--- src/rtl/reg_file_sb_pkg.sv ---
// Shared constants and types for the register file, writeback and decode.
package reg_file_sb_pkg;

    localparam int DATA_W   = 32;
    localparam int ADDR_W   = 3;
    localparam int NUM_REGS = 2 ** ADDR_W;
    localparam int CNT_W    = 2;

    typedef logic [ADDR_W-1:0] reg_idx_t;
    typedef logic [DATA_W-1:0] reg_data_t;
    typedef logic [CNT_W-1:0]  sb_cnt_t;

    localparam sb_cnt_t CNT_MAX = sb_cnt_t'(2 ** CNT_W - 1);

endpackage

--- src/rtl/reg_file_sb_scoreboard.sv ---
// Per-register pending-write counters: issue increments, writeback retires.
// Produces busy/retire_last vectors, sb_full for the issuing index and sticky sb_err.
module reg_scoreboard
    import reg_file_sb_pkg::*;
(
    input  logic                clk,
    input  logic                rst_n,
    input  logic                issue_en_i,
    input  reg_idx_t            issue_reg_i,
    input  logic                retire_en_i,
    input  reg_idx_t            retire_reg_i,
    output logic [NUM_REGS-1:0] busy_o,
    output logic [NUM_REGS-1:0] retire_last_o,
    output logic                sb_full_o,
    output logic                sb_err_o
);

    sb_cnt_t cnt_q [NUM_REGS];
    sb_cnt_t cnt_d [NUM_REGS];
    logic    err_q, err_d;

    assign sb_full_o = (cnt_q[issue_reg_i] == CNT_MAX);
    assign sb_err_o  = err_q;

    always_comb begin
        logic inc, dec;
        inc = 1'b0;
        dec = 1'b0;
        for (int r = 0; r < NUM_REGS; r++) begin
            inc = issue_en_i && (issue_reg_i == reg_idx_t'(r)) && !sb_full_o;
            dec = retire_en_i && (retire_reg_i == reg_idx_t'(r)) && (cnt_q[r] != '0);
            cnt_d[r] = cnt_q[r];
            if (inc && !dec)
                cnt_d[r] = cnt_q[r] + sb_cnt_t'(1);
            else if (dec && !inc)
                cnt_d[r] = cnt_q[r] - sb_cnt_t'(1);
            busy_o[r]        = (cnt_q[r] != '0);
            retire_last_o[r] = retire_en_i && (retire_reg_i == reg_idx_t'(r))
                               && (cnt_q[r] == sb_cnt_t'(1));
        end
        err_d = err_q
              | (issue_en_i && sb_full_o)
              | (retire_en_i && (cnt_q[retire_reg_i] == '0));
    end

    always_ff @(posedge clk or negedge rst_n) begin
        if (!rst_n) begin
            for (int r = 0; r < NUM_REGS; r++) cnt_q[r] <= '0;
            err_q <= 1'b0;
        end else begin
            for (int r = 0; r < NUM_REGS; r++) cnt_q[r] <= cnt_d[r];
            err_q <= err_d;
        end
    end

endmodule

--- src/rtl/reg_file_sb.sv ---
// Architectural register file with two combinational read ports and a RAW scoreboard.
// Define REG_FILE_BYPASS_EN to forward same-cycle writeback data and drop Busy on the last retire.
module reg_file_sb
    import reg_file_sb_pkg::*;
(
    input  logic      clk,
    input  logic      rst_n,
    input  reg_idx_t  WriteRegIn,
    input  reg_data_t WriteDataIn,
    input  logic      write_en,
    input  reg_idx_t  ReadReg1,
    input  reg_idx_t  ReadReg2,
    output reg_data_t ReadData1,
    output reg_data_t ReadData2,
    output logic      Busy1,
    output logic      Busy2,
    input  logic      issue_en,
    input  reg_idx_t  IssueReg,
    output logic      sb_full,
    output logic      sb_err
);

`ifdef REG_FILE_BYPASS_EN
    localparam bit BYPASS_EN = 1'b1;
`else
    localparam bit BYPASS_EN = 1'b0;
`endif

    reg_data_t            regs_q [NUM_REGS];
    logic [NUM_REGS-1:0]  busy;
    logic [NUM_REGS-1:0]  retire_last;

    always_ff @(posedge clk or negedge rst_n) begin
        if (!rst_n) begin
            for (int r = 0; r < NUM_REGS; r++) regs_q[r] <= '0;
        end else if (write_en) begin
            regs_q[WriteRegIn] <= WriteDataIn;
        end
    end

    reg_scoreboard u_sb (
        .clk           (clk),
        .rst_n         (rst_n),
        .issue_en_i    (issue_en),
        .issue_reg_i   (IssueReg),
        .retire_en_i   (write_en),
        .retire_reg_i  (WriteRegIn),
        .busy_o        (busy),
        .retire_last_o (retire_last),
        .sb_full_o     (sb_full),
        .sb_err_o      (sb_err)
    );

    // Without bypass, Busy holds through the retiring cycle and data appears next cycle.
    always_comb begin
        ReadData1 = regs_q[ReadReg1];
        ReadData2 = regs_q[ReadReg2];
        if (BYPASS_EN && write_en && (WriteRegIn == ReadReg1)) ReadData1 = WriteDataIn;
        if (BYPASS_EN && write_en && (WriteRegIn == ReadReg2)) ReadData2 = WriteDataIn;
        Busy1 = busy[ReadReg1] && !(BYPASS_EN && retire_last[ReadReg1]);
        Busy2 = busy[ReadReg2] && !(BYPASS_EN && retire_last[ReadReg2]);
    end

endmodule

--- config.mk ---
export PLATFORM = sky130hd
export DESIGN_NAME = reg_file_sb
export DESIGN_NICKNAME = d
export VERILOG_FILES = /design/src/rtl/reg_file_sb_pkg.sv /design/src/rtl/reg_file_sb_scoreboard.sv /design/src/rtl/reg_file_sb.sv
export SDC_FILE = /design/constraint.sdc
export NUM_CORES = 1
export LEC_CHECK = 0
export ABC_AREA = 1
export CORE_MARGIN = 8
export CORE_UTILIZATION = 40
export CTS_CLUSTER_DIAMETER = 40
export DETAILED_ROUTE_END_ITERATION = 12
export HOLD_SLACK_MARGIN = 0.03
export SYNTH_ARGS = -nofsm -noshare
export SYNTH_HDL_FRONTEND = slang
export SYNTH_HIERARCHICAL = 1
export SYNTH_SLANG_ARGS = --single-unit
--- constraint.sdc ---
create_clock -name clk -period 1.9 [get_ports clk]
set_input_delay 0.285 -clock clk [delete_from_list [all_inputs] [get_ports clk]]
set_output_delay 0.285 -clock clk [all_outputs]
set_load 0.02 [all_outputs]
==> reports/metrics.csv, run 1 <==
metric,value,unit
Mapped Cells,2551,
antenna violation net count after detailed routing,0,
fin crit period,2.05,ns
CP Launch Type,flop,
fin worst setup slack,-0.146,ns
Row Count,74,
pin count of the biggest net entering global routing,81,
critical path type,reg -> out,
global-route usage over all layers,22.2,%
Worst-Margin Slew,0.446,ns
met3 WL,3.82,mm
Setup Viol. Count Final,2,
port bufs,115,
CTS Buf Count,50,
full die area,47900,sq um
"Arr. time, crit path",1.76,ns
fin nets,2765,
Slew HR,70.3,%
I/O pins,116,
clock tree sinks,273,
first-pass GRT wire length,86.4,mm
number of DRC markers in iteration 0,1364,
pwr dens,1140,nW/um^2
placer congestion estimate,0.805,
max-cap violations,0,
final hold violations,0,
Clock Latency Late Sink,0.57,ns
maximum VDD drop,630,uV
crit end category,primary output,
"Req. time, crit path",1.62,ns
CTS tree,done,
Die Y,219,um
"Net Count, Synth",2615,
Final Max Tran Viols,0,
final worst-path cycle share,108,%
worst-path cell chain,inv_2 > ha_4 > inv_4 > inv_2 > nand2_1 > nand3_1 > nand2_1 > nand2_2 > nand2_2 > buf_6,
CP Max Fanout,2,
Max Freq,489,MHz
WL/cell,16.3,um
Die Width,219,um
highest metal used,met4,
Initial Utilization,40.4,%
Area Overhead vs Synth,27.0,%
share of layout cells above drive strength 1,15.5,%
metal2 WL,24.4,mm
GRT overflow,0,
synthesized area,16400,sq um
ANT cells,0,
routed wire length,53.3,mm
core area,40700,sq um
Root Buffer Master,clkbuf_16,
DRT Pass-1 Iters,5,
clk buf depth,3,
via count,16600,
initial antenna violation count,0,
failing checks,negative setup slack,
Worst-path clk slew,0.05,ns
Worst Skew,0.00610,ns
DRC viols,0,
CP peak stage delay,0.38,ns
synth warn,6,
Finished Core Util,51.3,%
outcome,"finished, violations left",
met1 WL,23.5,mm
slowest library cell on the worst path,dfrtp_1,
synthesized area per cell,6.45,sq um
RSZ-0062 raised after global routing,true,
drt via density,5.06,
Hold/Removal Path Class,in -> async,
HPWL after detailed placement,33.4,mm
vias in the first global route,16400,
CTS H-tree lvls,2,
hold_ws,0.151,ns
Leakage,11.5,nW
worst reg-to-reg path cell count,12,
[stage by stage]
step	area [sq um]	total power (W)	setup WS, ns	instances	setup TNS, ns
finish	20900	0.0237	-0.146	3273	-0.278
global route	20900	0.0253	-0.238	3273	-0.637
CTS	20600	0.0237	-0.158	3263	-0.463
detailed placement	18900	0.0139	-0.346	3161	-13.68
global placement	18900	0.0138	-0.343	3161	-13.17
floorplan	16400	0.0115	0.377	2551	0
[cell usage in the layout (no fill, tap or decap), types with 2 or more instances in the layout]
master           count
nand2_1           1139
ha_2                 5
o21ai_1              5
clkinv_2             7
inv_2               56
clkinvlp_4           6
nand3_2             15
clkdlybuf4s50_1     41
o21ai_0            264
clkinv_4             4
buf_12              39
buf_6               18
clkbuf_16           51
buf_2               36
inv_1              283
nand2_2             39
inv_6               11
ha_4                 4
inv_8                2
xnor2_1              8
buf_4              113
ha_1                 7
inv_4                4
bufinv_16            8
clkbuf_1             3
xor2_1               8
nand3_1            265
nor2_1              15
dfrtp_1            273
nand4_1              4
[final timing paths]
kind	startpoint	to	slack, ns
worst max-delay path	u_sb/cnt_q[0]	Busy2	-0.15
worst min-delay path	rst_n	regs_q[106]	0.15
worst max register to register	u_sb/cnt_q[11]	u_sb/cnt_q[11]	0.12
worst min register to register	regs_q[129]	regs_q[129]	0.48
max in group asynchronous	rst_n	regs_q[134]	1.09
min in group clk	WriteDataIn[22]	regs_q[22]	0.31
[power by group]
part	internal [W]	switching, W	total (W)
combinational	0.00278	0.00392	0.00669
clock	0.00607	0.00333	0.00940
sequential	0.00703	0.000627	0.00765
[what timing repair did]
item	in CTS	in global routing
pin swaps	15	22
buffers inserted	9	16
gates resized for setup	297	144
endpoints found under the hold margin	273	0
endpoints found under the setup margin	67	59
hold buffers	1	0
[routing by layer]
metal,vias up,track usage (%)
met3,107,3.72
met1,7781,29.8
li1,8115,-
met2,561,35.6
met4,0,8.45
met5,-,0
[final cells by class]
type	instances	area, sq um
fillers	4055	19800
multi-input cells	1784	7890
flip-flops and latches	273	6830
repair buffers	249	2450
inverters	343	1300
clock buffers	54	1290
well taps	532	666
clock inverters	38	474
[sequential cells by signal, indices dropped and copies added, names as in the netlist]
register,cells
regs_q,256
u_sb/cnt_q,16
u_sb/sb_err_o,1
[worst max-delay path: cells and delay by family (launching register included)]
family	cells	cell delay (ns)
DFF	1	0.38
and+or+nand+nor	5	0.37
buffers and inverters	4	0.32
adders and majority gates	1	0.14
No activity file was read; power rests on OpenSTA's default activity.
==> inputs of run 2 (changes only) <==
Settings changed: CTS_CLUSTER_DIAMETER 40 to 120.
==> run 2 against run 1 <==
Net effect:
- sequential share of layout area up 1.6 points
- flip-flop and latch count unchanged
- register-to-register slack better by 0.05 ns
- sequential power about the same
- first-iteration DRC count up 0.44%
- critical path depth unchanged
- the run still ends with negative setup slack left
- core utilization down 2.4 points
- power down 13%
- via count down 0.78%
- largest cell class unchanged
- global-route usage down 0.24 points
- clock skew up 0.0023 ns
==> reports/metrics.csv, run 2 (synthesis gave the netlist of run 1 again) <==
metric,value,unit
Row Count,74,
clk buf depth,3,
Reg2Reg Setup Slack,0.17,ns
Area Overhead vs Synth,21.2,%
placer congestion estimate,0.805,
register with the highest flop count,regs_q,
critical path type,reg -> out,
failing checks,negative setup slack,
RSZ-0062 raised after global routing,true,
CTS tree,done,
fillcell total,4141,
global-route usage over all layers,22.0,%
clock tree sinks,273,
Worst-Margin Slew,0.450,ns
antenna violation net count after detailed routing,0,
"Arr. time, crit path",1.70,ns
Crit path buffers/inverters,4,
pwr dens,1030,nW/um^2
Max Freq,504,MHz
Internal,0.0135,W
final hold violations,0,
"most common cell after layout, fill and taps aside",nand2_1,
CP Max Fanout,2,
Worst Skew,0.00840,ns
initial antenna violation count,0,
DRT Pass-1 Iters,5,
worst-path cell chain,inv_2 > ha_4 > inv_4 > inv_2 > nand2_1 > nand3_1 > nand2_1 > nand2_1 > nand2_2 > buf_6,
Leakage,11.1,nW
Area after DPL,18900,sq um
Clock Power Share,32.0,%
"commonest cells after routing, fill and taps aside","nand2_1 (1156), inv_1 (313), nand3_1 (276)",
outcome,"finished, violations left",
Die Width,219,um
I/O pins,116,
first-pass GRT wire length,85.5,mm
final std cells w/o fill,3229,
slowest library cell on the worst path,dfrtp_1,
global routing usage on met2,35.6,%
Die Y,219,um
met3 usage,3.15,%
drt via density,5.09,
via count,16400,
met1 Resource Use GR,29.8,%
CP Launch Type,flop,
Slew HR,70.0,%
vias in the first global route,16200,
HPWL after detailed placement,33.4,mm
Gate power share,31.0,%
Clock Latency Late Sink,0.53,ns
Hold/Removal Path Class,in -> async,
Sw Pwr,0.00706,W
routed wire length,52.5,mm
GRT overflow,0,
core area,40700,sq um
pin count of the biggest net entering global routing,81,
crit end category,primary output,
CTS Buf Count,34,
Root Buffer Master,clkbuf_16,
fin nets,2736,
Net Sw Frac,34.3,%
port bufs,115,
max-cap violations,0,
fin crit period,1.98,ns
"delay-heaviest family, CP",flip-flops,
cell mode on critical path,nand2_1,
Worst-path clk slew,0.06,ns
Setup Viol. Count Final,2,
number of DRC markers in iteration 0,1370,
CP peak stage delay,0.38,ns
full die area,47900,sq um
final worst-path cycle share,104,%
sequential share of power,37.0,%
Initial Utilization,40.4,%
GR peak layer,met2,
DRC viols,0,
placed insts,3161,
maximum VDD drop,590,uV
fin worst setup slack,-0.0831,ns
Final Max Tran Viols,0,
final instance area,19900,sq um
"Req. time, crit path",1.62,ns
ANT cells,0,
WL/cell,16.3,um
share of layout cells above drive strength 1,11.7,%
CTS H-tree lvls,2,
max reg flops,256,
## run 2: changes by cell type in the layout (fill, tap and decap cells not counted), moves of 11 or more
cell / previous run / this run
inv_2: 56 / 27
nand2_1: 1139 / 1156
nand2_2: 39 / 22
buf_6: 18 / 5
clkbuf_2: 0 / 17
inv_1: 283 / 313
nand3_1: 265 / 276
buf_4: 113 / 91
clkbuf_16: 51 / 34
## run 2: routing by layer
layer	share of wire [%]	up-vias	wire length, um
li1	-	8052	-
met1	45	7743	23700
met2	46	550	24100
met3	6.4	89	3340
met4	2.5	0	1340
met5	0	-	0
## run 2: cell type report
class / instances / area, sq um / area share (%)
Multi-Input combinational cell: 1784 / 7770 / 39.0
Sequential cell: 273 / 6830 / 34.3
Timing Repair Buffer: 236 / 2250 / 11.3
Inverter: 343 / 1290 / 6.50
Clock buffer: 51 / 1000 / 5.04
Tap cell: 532 / 666 / 3.34
Clock inverter: 10 / 126 / 0.634
## run 2: path summary, 6_finish.rpt
kind | startpoint | endpoint | cells past startpoint
min in group clk | WriteDataIn[26] | regs_q[26] | 3
hold reg to reg | regs_q[129] | regs_q[129] | 2
max in group asynchronous | rst_n | regs_q[118] | 3
setup / recovery | u_sb/cnt_q[0] | Busy1 | 10
hold / removal | rst_n | regs_q[74] | 2
setup reg to reg | u_sb/cnt_q[5] | u_sb/cnt_q[11] | 12
## run 2: repair_timing
item	CTS	global route
cloned	0	0
hold endpoints to repair	273	0
buffers inserted	4	4
resized for setup	244	80
pin swaps	11	12
hold buffers	1	0
setup endpoints to repair	67	60
## run 2: power groups by stage
stage / sequential [W] / combinational, W / clock (W)
after global placement: 0.00765 / 0.00612 / 0
after detailed placement: 0.00768 / 0.00626 / 0
after floorplan: 0.00760 / 0.00394 / 0
final: 0.00762 / 0.00639 / 0.00660
after global routing: 0.00777 / 0.00731 / 0.00696
after CTS: 0.00761 / 0.00643 / 0.00676
## run 2: metrics by stage
stage / power (W) / setup TNS [ns] / utilization (%) / setup slack [ns] / hold WS, ns
2_1_floorplan: 0.0115 / 0 / - / 0.377 / -0.0106
3_3_place_gp: 0.0138 / -13.17 / 46.5 / -0.343 / 0.133
3_5_place_dp: 0.0139 / -13.68 / 46.5 / -0.346 / 0.132
4_1_cts: 0.0208 / -0.228 / 49.4 / -0.115 / 0.174
5_1_grt: 0.0220 / -0.435 / 48.9 / -0.189 / 0.195
6_report: 0.0206 / -0.164 / 48.9 / -0.0831 / 0.186
